==> src/rtl/serial_addsub_ctrl_if.sv <==
// Handshake and data bundle for the bit-serial adder/subtractor.
// The master drives operands and start; the slave returns status and results.
interface serial_addsub_ctrl_if #(
    parameter int WIDTH = 8
);
    logic             start;
    logic             mode;
    logic [WIDTH-1:0] a;
    logic [WIDTH-1:0] b;
    logic             ready;
    logic             done;
    logic [WIDTH-1:0] result;
    logic             cout;
    logic             overflow;

    modport master (
        output start, mode, a, b,
        input  ready, done, result, cout, overflow
    );

    modport slave (
        input  start, mode, a, b,
        output ready, done, result, cout, overflow
    );
endinterface

==> src/rtl/serial_addsub_ctrl.sv <==
// Bit-serial add/subtract: one full-adder cell, one bit per clock, LSB first.
// Sequencing is IDLE -> RUN (WIDTH edges) -> DONE (one-cycle done pulse) -> IDLE.
module serial_addsub_ctrl #(
    parameter int WIDTH = 8
) (
    input  logic                 clk,
    input  logic                 rst,
    serial_addsub_ctrl_if.slave  bus
);
    localparam int CW = $clog2(WIDTH);

    typedef enum logic [1:0] {IDLE, RUN, DONE} state_t;

    state_t           state_q;
    logic [WIDTH-1:0] a_q, b_q, result_q;
    logic [WIDTH-1:0] result_d;
    logic [CW-1:0]    cnt_q;
    logic             mode_q, carry_q, cout_q, ovf_q, done_q, ready_q;
    logic             a_bit, b_bit, sum_d, carry_d, last_bit;

    // The single full-adder cell; subtraction inverts B here and seeds carry with 1.
    always_comb begin
        a_bit    = a_q[cnt_q];
        b_bit    = b_q[cnt_q] ^ mode_q;
        sum_d    = a_bit ^ b_bit ^ carry_q;
        carry_d  = (a_bit & b_bit) | (carry_q & (a_bit ^ b_bit));
        last_bit = (cnt_q == CW'(WIDTH - 1));
    end

    genvar gi;
    generate
        for (gi = 0; gi < WIDTH; gi++) begin : g_res
            assign result_d[gi] = (cnt_q == CW'(gi)) ? sum_d : result_q[gi];
        end
    endgenerate

    always_ff @(posedge clk) begin
        if (rst) begin
            state_q  <= IDLE;
            ready_q  <= 1'b1;
            done_q   <= 1'b0;
            result_q <= '0;
            cout_q   <= 1'b0;
            ovf_q    <= 1'b0;
            carry_q  <= 1'b0;
            cnt_q    <= '0;
            a_q      <= '0;
            b_q      <= '0;
            mode_q   <= 1'b0;
        end else begin
            case (state_q)
                IDLE: begin
                    if (bus.start) begin
                        a_q     <= bus.a;
                        b_q     <= bus.b;
                        mode_q  <= bus.mode;
                        carry_q <= bus.mode;
                        cnt_q   <= '0;
                        ready_q <= 1'b0;
                        state_q <= RUN;
                    end
                end
                RUN: begin
                    result_q <= result_d;
                    carry_q  <= carry_d;
                    cnt_q    <= cnt_q + 1'b1;
                    if (last_bit) begin
                        // Overflow is carry-in XOR carry-out of the sign bit.
                        cout_q  <= carry_d;
                        ovf_q   <= carry_q ^ carry_d;
                        done_q  <= 1'b1;
                        state_q <= DONE;
                    end
                end
                DONE: begin
                    done_q  <= 1'b0;
                    ready_q <= 1'b1;
                    state_q <= IDLE;
                end
                default: begin
                    done_q  <= 1'b0;
                    ready_q <= 1'b1;
                    state_q <= IDLE;
                end
            endcase
        end
    end

    assign bus.ready    = ready_q;
    assign bus.done     = done_q;
    assign bus.result   = result_q;
    assign bus.cout     = cout_q;
    assign bus.overflow = ovf_q;
endmodule

==> src/flat_wrapper.sv <==
// flat-port wrapper written by rule: the top's interface ports become plain ports
module serial_addsub_ctrl_flat 
#(
    parameter int WIDTH = 8
)
  (clk, rst, bus_start, bus_mode, bus_a, bus_b, bus_ready, bus_done, bus_result, bus_cout, bus_overflow);
  serial_addsub_ctrl_if #(.WIDTH(WIDTH)) bus_i ();
  input  logic clk;
  input  logic rst;
  input wire logic [$bits(bus_i.start)-1:0] bus_start;
  input wire logic [$bits(bus_i.mode)-1:0] bus_mode;
  input wire logic [$bits(bus_i.a)-1:0] bus_a;
  input wire logic [$bits(bus_i.b)-1:0] bus_b;
  output wire logic [$bits(bus_i.ready)-1:0] bus_ready;
  output wire logic [$bits(bus_i.done)-1:0] bus_done;
  output wire logic [$bits(bus_i.result)-1:0] bus_result;
  output wire logic [$bits(bus_i.cout)-1:0] bus_cout;
  output wire logic [$bits(bus_i.overflow)-1:0] bus_overflow;
  assign bus_i.start = bus_start;
  assign bus_i.mode = bus_mode;
  assign bus_i.a = bus_a;
  assign bus_i.b = bus_b;
  assign bus_ready = bus_i.ready;
  assign bus_done = bus_i.done;
  assign bus_result = bus_i.result;
  assign bus_cout = bus_i.cout;
  assign bus_overflow = bus_i.overflow;
  serial_addsub_ctrl #(.WIDTH(WIDTH)) u_core (.clk(clk), .rst(rst), .bus(bus_i));
endmodule
==> config.mk <==
export PLATFORM = sky130hd
export DESIGN_NAME = serial_addsub_ctrl_flat
export DESIGN_NICKNAME = d
export VERILOG_FILES = /design/src/rtl/serial_addsub_ctrl_if.sv /design/src/rtl/serial_addsub_ctrl.sv /design/src/flat_wrapper.sv
export SDC_FILE = /design/constraint.sdc
export NUM_CORES = 1
export LEC_CHECK = 0
export CORE_AREA = 4 4 63 65
export CTS_CLUSTER_SIZE = 12
export DETAILED_ROUTE_END_ITERATION = 8
export DIE_AREA = 0 0 67 69
export GPL_TIMING_DRIVEN = 1
export PLACE_DENSITY = 0.73
export SYNTH_ARGS = -nofsm -noshare
export SYNTH_HDL_FRONTEND = slang
export SYNTH_SLANG_ARGS = --single-unit
==> constraint.sdc <==
create_clock -name clk -period 2.3 [get_ports clk]
set_input_delay 0.345 -clock clk [delete_from_list [all_inputs] [get_ports clk]]
set_output_delay 0.345 -clock clk [all_outputs]
set_load 0.03 [all_outputs]
==> impl_metrics.json, run 1 <==
{
  "final_area_um2": 1960,
  "fin_crit_sh_pct": 92.7,
  "die-height_um": 69,
  "num_antenna_cells": 0,
  "max_cap_viol_count": 0,
  "r2r-start": "u_core.cnt_q[0]",
  "yosysTopAreaCell": "dfxtp_1",
  "gp_congestion": 0.805,
  "grt_pass1_wl_mm": 5.49,
  "status": "complete, no violations",
  "drt_first_iter_violations": 63,
  "crit_path_start_kind": "register",
  "core_um2": 3340,
  "hold_path.class": "reg2reg",
  "synth_area_leaders": "dfxtp_1 44%, nand2_1 8.3%, a21oi_1 7.3%",
  "rr_endpoint": "u_core.bus.result[6]",
  "remaining_drc_errors": 0,
  "fin_skew_ps": 6.34,
  "gr-usage-met2_pct": 26.4,
  "finalHoldViolations": 0,
  "p_clk_share_pct": 30.9,
  "synthCells": 169,
  "switching_share_pct": 25.4,
  "grt_start_max_net_pins": 19,
  "p_int_w": 0.000906,
  "hold_start": "u_core.b_q[2]",
  "antenna_found_initial": 0,
  "worst_slew_pin_slew_ps": 516,
  "p_per_area_nw_per_um2": 619,
  "viasPerCell": 5.16,
  "cts.sinks": 35,
  "ys_ff_latch": 35,
  "ios": 32,
  "numCtsBuffers": 5,
  "combPwrFrac_pct": 15.3,
  "cts_buffer_depth": 2,
  "path_clk_slew_ps": 100,
  "setup_viol": 0,
  "synth.net_count": 196,
  "synth_top_area_share_pct": 44.3,
  "p_sw_w": 0.000309,
  "drtAntennaViolNets": 0,
  "drt_pass1_iterations": 4,
  "place_area_um2": 1890,
  "peakVddDrop_mv": 0.351,
  "cts_max_level": 2,
  "grtUsageMet3_pct": 6.01,
  "r2r_setup_slack_ps": 170,
  "core.rowCount": 21,
  "nFillCells": 313,
  "routedWlPerCell_um": 13.1,
  "clkLatencyLatePin_ps": 330,
  "holdPathStages": 2,
  "port_buffers": 31,
  "yosysSeqAreaShare_pct": 44.3,
  "final_nets": 226,
  "busiest_layer": "met2",
  "grt_setup_unrepaired": "false",
  "initial_utilization_pct": 47.4,
  "setup_tns_ps": 0,
  "report.final.slew_viol_count": 0,
  "crit_fanout": 8,
  "critPathKind": "reg2reg",
  "first_global_vias": 1248,
  "post_synth.cell_area_avg_um2": 9.35,
  "power_frac_seq_pct": 53.8,
  "fmax_mhz": 469,
  "arrival_ps": 2380,
  "place_hpwl_mm": 2.46,
  "relSlewSlack_pct": 65.6,
  "overflow": 0,
  "synth_cell_types": 33,
  "track_usage_pct": 15.5,
  "min_period_ps": 2130,
  "clk_root_buffer_cell": "clkbuf_4",
  "grtUsageMet1_pct": 16.8,
  "required_ps": 2550,
  "die_w_um": 67,
  "leakage_nw": 0.724,
  "ys_warn_count": 0,
  "drive_gt1_share_pct": 9.50,
  "die_area_um2": 4620,
  "cp-end-kind": "register",
  "min_to": "u_core.b_q[2]",
  "syn_area_um2": 1580,
  "num_vias": 1269,
  "worst-r2r-cell-count": 5,
  "drt-total-wl_mm": 3.22,
  "cts_tree": "built",
  "syn_to_final_growth_pct": 24.2
}
-- power by group through the flow --
stage,registers (W),logic (W),clock network (W)
after global routing,0.000657,0.000207,0.000414
after global placement,0.000666,0.000176,0
after CTS,0.000653,0.000184,0.000387
after floorplan,0.000668,0.000119,0
final,0.000654,0.000185,0.000376
after detailed placement,0.000667,0.000183,0
-- cells in the final DEF (no fill, tap or decap), drive strengths merged, types with 5 or more instances in the layout --
master and instances:
dfxtp 35, inv 6, a21oi 23, mux2i 7, ha 6, clkdlybuf4s50 31
clkbuf 8, a311oi 7, nor2 11, buf 5, nand2 35
-- critical path: stages (launching register included) --
cell      delay [ps]
dfxtp_2          370
inv_1            150
mux4_2           530
xor2_1           210
fa_2             540
a311oi_1         240
-- layer usage --
layer	vias up	wire length (µm)	share of wire (%)
met5	-	0	0
met4	0	42	1.3
met3	4	171	5.3
met2	34	1700	53
met1	590	1300	40
li1	641	-	-
-- cells by family after synthesis --
group                      after synthesis  synth area share (%)
and+or+nand+nor                         55                  15.8
AOI/OAI and AO/OA                       41                  16.2
DFF                                     35                  44.3
buffers and inverters                   19                  7.52
muxes                                   10                  8.95
adders and majority gates                7                  6.02
xor gates and xnor gates                 2                  1.11
-- registers in the layout, summed over array words and instances, names as in the netlist --
signal,count
u_core.cnt_q,3
u_core.mode_q,1
u_core.bus.ready,1
u_core.a_q,8
u_core.carry_q,1
u_core.state_q,2
u_core.bus.result,8
u_core.b_q,8
u_core.bus.overflow,1
u_core.bus.done,1
u_core.bus.cout,1
-- how the worst max path moves through the flow --
stage	from	endpoint	cells after the start
floorplan	u_core.cnt_q[1]	u_core.bus.result[0]	7
global placement	u_core.cnt_q[0]	u_core.carry_q	6
detailed placement	u_core.cnt_q[0]	u_core.bus.result[2]	5
CTS	u_core.cnt_q[0]	u_core.bus.result[2]	5
global route	u_core.cnt_q[0]	u_core.bus.result[3]	5
finish	u_core.cnt_q[0]	u_core.bus.result[6]	5
-- through the flow --
stage	util, %	hold WS (ps)	total power [W]	worst slack, ps	instances
6_report	58.8	460	0.00121	169	246
3_5_place_dp	56.6	451	0.000851	119	238
3_3_place_gp	56.6	447	0.000842	196	238
5_1_grt	58.8	495	0.00128	11.3	246
4_1_cts	58.7	465	0.00122	99.2	246
2_1_floorplan	-	432	0.000787	191	169
-- synth_stat cells (all sizes together) --
| master | count |
|---|---|
| a211oi | 2 |
| a21oi | 23 |
| a221oi | 1 |
| a22oi | 2 |
| a311oi | 7 |
| a31oi | 3 |
| and2 | 1 |
| and3b | 1 |
| buf | 9 |
| clkbuf | 4 |
| dfxtp | 35 |
| fa | 1 |
| ha | 6 |
| inv | 6 |
| mux2i | 7 |
| mux4 | 3 |
| nand2 | 35 |
| nand2b | 1 |
| nor2 | 11 |
| nor2b | 1 |
| nor3 | 2 |
| nor3b | 2 |
| o21a | 1 |
| o21bai | 2 |
| or3b | 1 |
| xnor2 | 1 |
| xor2 | 1 |
-- what timing repair did --
item	in CTS	in global routing
resized for setup	0	3
endpoints found under the setup margin	0	9
hold buffers	0	0
buffers inserted	0	0
-- layout make-up --
cell class / instances / area (µm²) / area share [%]
clock buffer: 8 / 68.8 / 3.51
sequential: 35 / 703 / 35.8
timing repair buffer: 36 / 348 / 17.7
inverter: 6 / 22.5 / 1.15
tap: 46 / 57.6 / 2.93
multi-input combinational: 115 / 763 / 38.9
Power figures use the tool's default switching activity.
==> run 2: changes to the inputs <==
--- a/config.mk
+++ b/config.mk
@@ -5,7 +5,9 @@
 export SDC_FILE = /design/constraint.sdc
 export NUM_CORES = 1
 export LEC_CHECK = 0
+export CAP_MARGIN = 10
 export CORE_AREA = 4 4 63 65
+export CTS_CLUSTER_DIAMETER = 150
 export CTS_CLUSTER_SIZE = 12
 export DETAILED_ROUTE_END_ITERATION = 8
 export DIE_AREA = 0 0 67 69
==> results of run 2 <==
No change in the layout: final DEF, timing and power equal those of run 1.
